<file path="src/rtl/operand_stage.sv">
// Two-entry operand FIFO between the operand source and the downstream mux bank.
// Each entry carries {a, b, sel}; every output comes straight from a flop.
module operand_stage #(
  parameter int WIDTH = 4
) (
  input  logic             clk,
  input  logic             rst,
  input  logic             in_valid,
  output logic             in_ready,
  input  logic [WIDTH-1:0] in_a,
  input  logic [WIDTH-1:0] in_b,
  input  logic             in_sel,
  output logic             out_valid,
  input  logic             out_ready,
  output logic [WIDTH-1:0] out_a,
  output logic [WIDTH-1:0] out_b,
  output logic             out_sel,
  output logic [1:0]       count
);

  localparam int EW = 2 * WIDTH + 1;

  typedef logic [EW-1:0] entry_t;

  typedef enum logic [1:0] {
    EMPTY = 2'd0,
    ONE   = 2'd1,
    FULL  = 2'd2
  } state_t;

  state_t     state_q, state_d;
  entry_t     mem_q [2];
  entry_t     mem_d [2];
  entry_t     head_q, head_d;
  logic       wr_ptr_q, wr_ptr_d;
  logic       rd_ptr_q, rd_ptr_d;
  logic       in_ready_q, in_ready_d;
  logic       out_valid_q, out_valid_d;
  logic [1:0] count_q, count_d;
  logic       push_s;
  logic       pop_s;

  assign push_s = in_valid & in_ready_q;
  assign pop_s  = out_valid_q & out_ready;

  // Next-state, storage and registered-output computation.
  always_comb begin
    state_d  = state_q;
    mem_d    = mem_q;
    head_d   = head_q;
    wr_ptr_d = wr_ptr_q;
    rd_ptr_d = rd_ptr_q;

    if (push_s) begin
      mem_d[wr_ptr_q] = {in_a, in_b, in_sel};
      wr_ptr_d        = ~wr_ptr_q;
    end else begin
      wr_ptr_d = wr_ptr_q;
    end

    if (pop_s) begin
      rd_ptr_d = ~rd_ptr_q;
    end else begin
      rd_ptr_d = rd_ptr_q;
    end

    case (state_q)
      EMPTY: state_d = push_s ? ONE : EMPTY;
      ONE: begin
        case ({push_s, pop_s})
          2'b10:   state_d = FULL;
          2'b01:   state_d = EMPTY;
          default: state_d = ONE;
        endcase
      end
      FULL:    state_d = pop_s ? ONE : FULL;
      default: state_d = EMPTY;
    endcase

    case (state_d)
      EMPTY:   count_d = 2'd0;
      ONE:     count_d = 2'd1;
      FULL:    count_d = 2'd2;
      default: count_d = 2'd0;
    endcase

    in_ready_d  = (state_d != FULL);
    out_valid_d = (state_d != EMPTY);

    // Head register tracks the entry the read pointer will point at; it holds when empty.
    if (state_d != EMPTY) begin
      head_d = mem_d[rd_ptr_d];
    end else begin
      head_d = head_q;
    end
  end

  // State, storage and output registers with asynchronous clear.
  always_ff @(posedge clk or posedge rst) begin
    if (rst) begin
      state_q     <= EMPTY;
      mem_q[0]    <= {EW{1'b0}};
      mem_q[1]    <= {EW{1'b0}};
      head_q      <= {EW{1'b0}};
      wr_ptr_q    <= 1'b0;
      rd_ptr_q    <= 1'b0;
      in_ready_q  <= 1'b0;
      out_valid_q <= 1'b0;
      count_q     <= 2'd0;
    end else begin
      state_q     <= state_d;
      mem_q       <= mem_d;
      head_q      <= head_d;
      wr_ptr_q    <= wr_ptr_d;
      rd_ptr_q    <= rd_ptr_d;
      in_ready_q  <= in_ready_d;
      out_valid_q <= out_valid_d;
      count_q     <= count_d;
    end
  end

  assign in_ready  = in_ready_q;
  assign out_valid = out_valid_q;
  assign out_a     = head_q[EW-1 -: WIDTH];
  assign out_b     = head_q[WIDTH:1];
  assign out_sel   = head_q[0];
  assign count     = count_q;

endmodule

</file>
<file path="config.mk">
export PLATFORM = sky130hd
export DESIGN_NAME = operand_stage
export DESIGN_NICKNAME = d
export VERILOG_FILES = /design/src/rtl/operand_stage.sv
export SDC_FILE = /design/constraint.sdc
export NUM_CORES = 1
export LEC_CHECK = 0
export ABC_AREA = 0
export CAP_MARGIN = 20
export CORE_MARGIN = 3
export CORE_UTILIZATION = 51
export CTS_CLUSTER_SIZE = 16
export DETAILED_ROUTE_END_ITERATION = 10
export GPL_ROUTABILITY_DRIVEN = 0
export PLACE_DENSITY = 0.78
export REMOVE_ABC_BUFFERS = 1
export SLEW_MARGIN = 10
export SYNTH_ARGS = -nofsm -noshare
export SYNTH_HDL_FRONTEND = slang
export SYNTH_SLANG_ARGS = --single-unit
</file>
<file path="constraint.sdc">
create_clock -name clk -period 1.65 [get_ports clk]
set_input_delay 0.165 -clock clk [delete_from_list [all_inputs] [get_ports clk]]
set_output_delay 0.165 -clock clk [all_outputs]
set_load 0.01 [all_outputs]
</file>
After elaboration in Yosys (flattened, before gate mapping):

Index checks and enable logic that the tools add are counted.
W data, S select, Z words.

* logic and storage cells: 41
* output and inout bits: 13
* register bits after elaboration: 35
* input port bits: 13

* equality and inequality tests: 7
* bitwise operators: 6
* reduce and logical (&&, ||, !) cells: 3
* magnitude comparators: 3
* mux-type cells: 13

Operators by type and width (number)
* $mux W9: 4
* $bwmux W18: 1
* $mux W18: 1
* $demux W9 S1: 1
* $pmux W2 S2: 2
* $eq A2 B1 Y1 const B: 3
* $eq A2 B2 Y1 const B: 3
* $pmux W2 S3: 1
* $ge A2 B2 Y1 const B: 2
* $not A1 Y2: 2
* $and A1 B1 Y1: 2
* $logic_not A2 Y1: 1
* $lt A2 B1 Y1 const B: 1
* $mux W1: 2
* $mux W2: 1
* $ne A2 B2 Y1 const B: 1
* $not A1 Y1: 2
* $reduce_bool A2 Y1: 1
* $logic_and A1 B1 Y1: 1

Longest topological paths before layout:

Gate-level depths: netlist of run 1.

* word-level depth: 10
* gate-level depth with buffers: 5
* mapped depth without buffers: 4

Least setup slack after synthesis of run 1:

OpenSTA, ideal clock, no wires.

* kind: reg-to-reg
* start: register in_ready_q, in the netlist in_ready
* end: register head_q[0]
* setup time: 0.129 ns
* period minus slack after synthesis: 1.368 ns
* cell stages (with the launch flop): 5
* buffers on the path: 0
* arrival: 1.238 ns
* setup slack: 0.282 ns
* data required time: 1.521 ns
* path through: dfrtp_1 nand2_2 a21boi_2 o21a_1 o21ai_1

* cells in the longest elaborated chain, start to end: 5
* elaborated cells on any way between the ends: 11
* those cells by class: 2 x eq/ne; 7 x mux; 1 x bitwise; 1 x reduce/logical

Ends and longest elaborated chain
* start: declaration: RTL line 37 `logic in_ready_q, in_ready_d;`
* start signal: assignment: RTL line 116 `in_ready_q <= in_ready_d;`
* $and A1 B1 Y1 (*): RTL line 43 `assign push_s = in_valid & in_ready_q;`
* $eq A2 B1 Y1, or another cell as far along: RTL line 70 `case ({push_s, pop_s})`
* $pmux W2 S2 or $mux W9 (tied branches): RTL line 70, 92
* $pmux W2 S3 or $mux W9 (tied branches): RTL line 67, 92
* $reduce_bool A2 Y1 or $mux W9 (tied branches): RTL line 91, 92
* end signal: assignment: RTL line 104 `head_q <= {EW{1'b0}};`
* end: declaration: RTL line 34 `entry_t head_q, head_d;`

Every way passes the cells marked *; elsewhere a longest branch is shown, timed or not. The select of a mux whose other input is x is not followed.
A chain may end at the register's enable or synchronous reset.

Worst setup path in the final report of run 1:

* start: register in_ready_q, in the netlist in_ready
* end: output port in_ready

RTL lines
* end: declaration: RTL line 9 `output logic in_ready,`

No word-level cell between the ends.

==> impl_metrics.csv, run 1 <==
group,metric,value,unit
placement,dp_cells,164,
cells_and_area,drive_gt1_share,26.8,%
clocking,tritoncts,"built",
setup_path,crit_required,1480,ps
power,combPwrFrac,46.0,%
setup_path,cp_top_family,"buffers and inverters",
timing,hold_viol_final,0,
setup_path,reg2reg_to,"head_q[2]",
setup_path,crit_path_end,"in_ready",
cells_and_area,instances_no_fill,172,
min_path,hp-class,"in -> async",
cells_and_area,nFillCells,187,
setup_path,cp_slowest_cell,"clkdlybuf4s50_1",
route,wl,2.83,mm
clocking,clk_pin_slew,110,ps
power,clkPwrFrac,15.9,%
setup_path,crit_cells,1,
power,power.leakage,0.836,nW
route,num_vias,954,
setup_path,cp.arrival,1330,ps
power,pwr_density_cell,2130,nW/um^2
cells_and_area,mostFrequentLayoutCell,"dfrtp_1",
route,met1_length,1.19,mm
floorplanning,core_area,2590,sq um
floorplanning,die_y,59.5,um
run,maxCapViolations,0,
route,met3_length,168,um
clocking,cts.path.max_buffers,2,
cells_and_area,nets,154,
placement,portBuffers,25,
power,p_sw_share,33.5,%
clocking,clkLatencyLatePin,330,ps
global_routing,grt_max_degree,36,
clocking,clock_sinks,35,
clocking,numCtsBuffers,5,
synth,seq_area_frac_synth,60.1,%
global_routing,grt_overflow,0,
route,top_layer,"met4",
global_routing,antenna_found_initial,0,
floorplanning,die_area,3540,sq um
power,internal-power,0.00268,W
setup_path,critPathLaunch,"in_ready",
clocking,cts_resized,0,
floorplanning,io_pins,26,
synth,synth-seq-cells,35,
floorplanning,die_x,59.5,um
synth,synth_top_cell_by_area,"dfrtp_1",
setup_path,r2r_start,"in_ready",
route,route.detailed.drc,0,
cells_and_area,final_util,73.0,%
route,route.detailed.wl_per_inst,16.4,um
cells_and_area,area_delta_synth_final,29.7,%
placement,place_ws,-63.4,ps
setup_path,path_buf_inv,1,
clocking,htreeDepth,2,
timing,final_max_slew_viol_count,0,
placement,dpl.hpwl,1.92,mm
clocking,cts_root_buf,"clkbuf_4",
setup_path,rrSetupSlack,200,ps
setup_path,slowest_delay,560,ps
timing,slew_headroom,69.5,%
setup_path,worst-r2r-cell-count,5,
power,ir_drop,1390,uV
synth,ys.flop_type,"dfrtp_1",
cells_and_area,n_antenna_cell,0,
synth,synth.area.top_cells,"dfrtp_1 60%, mux2_2 14%, mux2i_1 6.2%",
route,initialDrtViolationCount,19,
timing,tns,0,ps
route,drtAntennaViolNets,0,
floorplanning,start_util,56.3,%
setup_path,path_class,"reg -> out",
synth,synth.avg_cell_area,13.9,sq um
floorplanning,num_rows,18,
power,switching_power,0.00135,W
timing,setup_ws,154,ps
timing,finClkSkew,5.85,ps
global_routing,grt_pass1_wl,4.82,mm
outcome,run_status,"completed",
timing,rsz0062_at_grt,"false",
synth,ys.warnings.count,0,
global_routing,grt_pass1_vias,1036,
cells_and_area,layout_common_cells,"35 x dfrtp_1, 25 x clkdlybuf4s50_1, 18 x mux2_2",
clocking,ctsHoldBuffers,0,
power,pwr-share-seq,38.1,%
timing,period_share,90.7,%
cells_and_area,regArea,876,sq um
synth,synth_top_area_share,60.1,%
cells_and_area,multi_input_area,544,sq um
route,wl_met2,1.45,mm
setup_path,crit_chain,"clkdlybuf4s50_1",
synth,netlist_area,1460,sq um
setup_path,cp_max_fo,4,
setup_path,crit_path_start_kind,"flip-flop",
synth,synth_edf_count,0,
route,via_per_inst,5.55,
timing,tightest_slew,458,ps
route,drtPass1Iterations,4,
timing,fin_crit,1500,ps
setup_path,end_kind,"output port",
clocking,postCtsSetupRepairBufs,0,
synth,synth.distinct_cells,22,
timing,finalSetupViolations,0,
synth,syn_inst,105,
synth,async_flop_share,100,%
global_routing,grt_use_total,18.4,%
timing,fmax,0.668,GHz
-- through the flow --
step | total power (W) | hold WS, ps | cell area [sq um]
floorplan | 0.00261 | 319 | 1440
global placement | 0.00332 | 477 | 1800
detailed placement | 0.00342 | 481 | 1800
CTS | 0.00407 | 223 | 1890
global route | 0.00430 | 253 | 1890
finish | 0.00403 | 225 | 1890
-- Yosys cell counts, types with 2 or more instances --
master / number
mux2_2: 18
mux2i_1: 9
o211ai_1: 9
dfrtp_1: 35
nand2_1: 3
clkbuf_1: 2
o22ai_1: 2
o21ai_1: 9
inv_1: 5
-- registers in the layout, indices dropped and copies added, names as in the netlist --
signal	cells
count	2
state_q	2
rd_ptr_q	1
mem_q	18
head_q	9
wr_ptr_q	1
in_ready	1
out_valid	1
-- power groups by stage --
stage	sequential (W)	clock, W	combinational, W
2_1_floorplan	0.00157	0	0.00104
3_3_place_gp	0.00153	0	0.00180
3_5_place_dp	0.00156	0	0.00186
4_1_cts	0.00154	0.000651	0.00188
5_1_grt	0.00159	0.000691	0.00201
6_report	0.00154	0.000640	0.00185
-- routing by layer --
metal / up-vias / global-route usage (%)
met1: 475 / 22.8
met3: 3 / 5.66
met4: 0 / 4.53
li1: 452 / -
met5: - / 0
met2: 24 / 31.2
-- worst min-delay path, cell delays in order --
cell and delay (ps):
clkdlybuf4s50_1 400, inv_1 50, buf_4 370
-- worst min-delay path by stage --
stage,from,endpoint,slack (ps),cells past startpoint
final,rst,mem_q[13],220,3
after global routing,rst,head_q[4],250,3
after detailed placement,mem_q[11],mem_q[11],480,1
after global placement,mem_q[7],mem_q[7],480,1
after floorplan,rst,count[0],320,1
after CTS,rst,state_q[0],220,3
-- cell type report --
type	instances	share of cell area [%]
Multi-Input combinational cell	62	28.8
Clock buffer	6	2.71
Tap cell	30	1.99
Sequential cell	35	46.3
Timing Repair Buffer	32	17.3
Clock inverter	2	1.85
Inverter	5	0.993
-- logic make-up (layout without fill, tap and decap cells) --
kind of cell              Yosys count  after routing  synth area share, %
AOI/OAI and AO/OA                  23             23                 10.2
xor gates and xnor gates            2              2                 2.49
buffers and inverters               8             45                 2.58
DFF                                35             35                 60.1
muxes                              27             27                 20.1
and+or+nand+nor                    10             10                 4.55
Power figures use the tool's default switching activity.
==> inputs of run 2 (changes only) <==
--- a/config.mk
+++ b/config.mk
@@ -5,7 +5,7 @@
 export SDC_FILE = /design/constraint.sdc
 export NUM_CORES = 1
 export LEC_CHECK = 0
-export ABC_AREA = 0
+export ABC_AREA = 1
 export CAP_MARGIN = 20
 export CORE_MARGIN = 3
 export CORE_UTILIZATION = 51
==> impl_metrics.csv, run 2 <==
group,metric,value,unit
clocking,cts_root_buf,"clkbuf_4",
timing,slew_headroom,68.4,%
synth,synth_top_cell_by_area,"dfrtp_1",
setup_path,cp_slowest_cell,"clkdlybuf4s50_1",
clocking,htreeDepth,2,
synth,synth.avg_cell_area,8.80,sq um
cells_and_area,nFillCells,210,
timing,final_max_slew_viol_count,0,
global_routing,antenna_found_initial,0,
clocking,clock_sinks,35,
power,p_sw_share,40.9,%
setup_path,cp_top_family,"buffers and inverters",
power,combPwrFrac,49.3,%
timing,fin_crit,1500,ps
cells_and_area,regMostFlops,"mem_q",
setup_path,cp_max_fo,4,
floorplanning,io_pins,26,
synth,synth_common_cells,"73 x nand2_1, 35 x dfrtp_1, 29 x nand3_1, 10 x nand4_1, 6 x inv_1",
timing,period_share,90.9,%
timing,rsz0062_at_grt,"false",
route,route.detailed.wl_per_inst,14.8,um
clocking,tritoncts,"built",
timing,tightest_slew,474,ps
setup_path,crit_chain,"clkdlybuf4s50_1",
outcome,run_status,"completed",
clocking,cts.path.max_buffers,2,
cells_and_area,layout_common_cells,"73 x nand2_1, 34 x dfrtp_1, 29 x nand3_1",
synth,seq_area_frac_synth,59.2,%
synth,synth_top_area_share,59.2,%
clocking,ctsHoldBuffers,0,
setup_path,rrSetupSlack,170,ps
cells_and_area,n_antenna_cell,0,
route,via_per_inst,5.46,
cells_and_area,mostFrequentLayoutCell,"nand2_1",
global_routing,grt_overflow,0,
synth,synth_most_common_cell,"nand2_1",
synth,ys.flop_type,"dfrtp_1",
placement,portBuffers,25,
synth,ys.warnings.count,0,
power,internal-power,0.00229,W
timing,timing.hold.ws,210,ps
power,pwr_density_cell,2050,nW/um^2
setup_path,path_buf_inv,1,
setup_path,crit_required,1480,ps
power,power.leakage,0.973,nW
floorplanning,num_rows,18,
clocking,numCtsBuffers,5,
power,ir_drop,1560,uV
global_routing,grt_use_total,22.7,%
power,pwr-share-seq,39.2,%
cells_and_area,nets,219,
floorplanning,core_area,2610,sq um
power,clkPwrFrac,11.4,%
timing,finalSetupViolations,0,
global_routing,grt_pass1_wl,5.83,mm
min_path,hp-class,"in -> async",
synth,synth_edf_count,0,
cells_and_area,largest_reg_flops,18,
global_routing,grt_pass1_vias,1210,
cells_and_area,reg_top3,"mem_q x18, head_q x9",
setup_path,end_kind,"output port",
clocking,clkLatencyLatePin,340,ps
power,switching_power,0.00158,W
cells_and_area,drive_gt1_share,11.6,%
route,wl,3.51,mm
route,drtPass1Iterations,4,
route,drtAntennaViolNets,0,
route,route.detailed.drc,0,
power,total_power,0.00388,W
synth,synth-seq-cells,35,
cells_and_area,area_delta_synth_final,27.8,%
global_routing,grt_max_degree,36,
timing,hold_viol_final,0,
floorplanning,start_util,56.6,%
synth,async_flop_share,100,%
synth,synth.area.top_cells,"dfrtp_1 59%, nand2_1 19%, nand3_1 9.8%",
setup_path,crit_path_start_kind,"flip-flop",
floorplanning,die_x,59.9,um
timing,fmax,0.666,GHz
clocking,clk_pin_slew,110,ps
placement,dpl.hpwl,2.28,mm
setup_path,path_class,"reg -> out",
floorplanning,die_area,3580,sq um
synth,syn_inst,168,
route,num_vias,1293,
synth,netlist_area,1480,sq um
floorplanning,die_y,59.9,um
route,initialDrtViolationCount,59,
setup_path,cp.arrival,1340,ps
timing,finClkSkew,12.2,ps
synth,synth.distinct_cells,15,
run,maxCapViolations,0,
setup_path,slowest_delay,570,ps
run 2: cell count changes after synthesis, sizes merged, moves of 3 or more:
cell    previous run  this run
nand4              0        10
nor2               0         3
buf                1         4
mux2              18         0
mux2i              9         0
o211ai             9         1
o21ai             10         2
nand3              1        31
nand2              5        75
run 2: power by group through the flow:
stage | registers [W] | clock network, W | logic, W
floorplan | 0.00157 | 0 | 0.000977
global placement | 0.00153 | 0 | 0.00170
detailed placement | 0.00154 | 0 | 0.00175
CTS | 0.00154 | 0.000469 | 0.00176
global route | 0.00157 | 0.000498 | 0.00216
finish | 0.00152 | 0.000443 | 0.00191
run 2: metrics by stage:
step / setup TNS, ps / util, % / setup slack, ps / cell area [sq um] / std cells
after floorplan: 0 / - / 325 / 1450 / 164
after global placement: 0 / 68.3 / 35.8 / 1780 / 225
after detailed placement: -121 / 68.3 / -37.0 / 1780 / 225
after CTS: 0 / 70.3 / 7.60 / 1840 / 233
after global routing: 0 / 72.4 / 41.6 / 1890 / 237
final: 0 / 72.4 / 149 / 1890 / 237
run 2: kinds of logic (layout without fill, tap and decap cells):
| logic type | after synthesis | in the layout | share of synthesized area, % |
|---|---|---|---|
| flops | 35 | 35 | 59.2 |
| buf+inv | 11 | 50 | 3.64 |
| compound gates | 3 | 3 | 1.44 |
| simple gates | 119 | 119 | 35.7 |
run 2: final cells by class:
type	count	area, sq um	share of cell area [%]
clock buffers	7	45.0	2.38
clock inverters	1	5.00	0.265
inverters	7	26.3	1.39
multi-input cells	122	549	29.1
flip-flops and latches	35	877	46.4
well taps	30	37.5	1.99
repair buffers	35	350	18.5
run 2: worst paths after layout:
kind / cells after the start / start / to
setup / recovery: 1 / in_ready / in_ready
hold / removal: 3 / rst / mem_q[13]
setup reg to reg: 5 / wr_ptr_q / head_q[5]
hold reg to reg: 2 / mem_q[1] / mem_q[1]
max in group asynchronous: 3 / rst / in_ready
min in group clk: 3 / in_b[1] / mem_q[11]
run 2: per-layer routing:
layer	share of wire, %	global-route usage, %
met5	0	0
met4	2.5	9.18
met3	7.9	6.70
met2	46	33.5
met1	44	31.1
run 2: what timing repair did:
item | CTS | global route
setup endpoints to repair | 1 | 1
resized for setup | 1 | 0
buffers inserted | 0 | 4
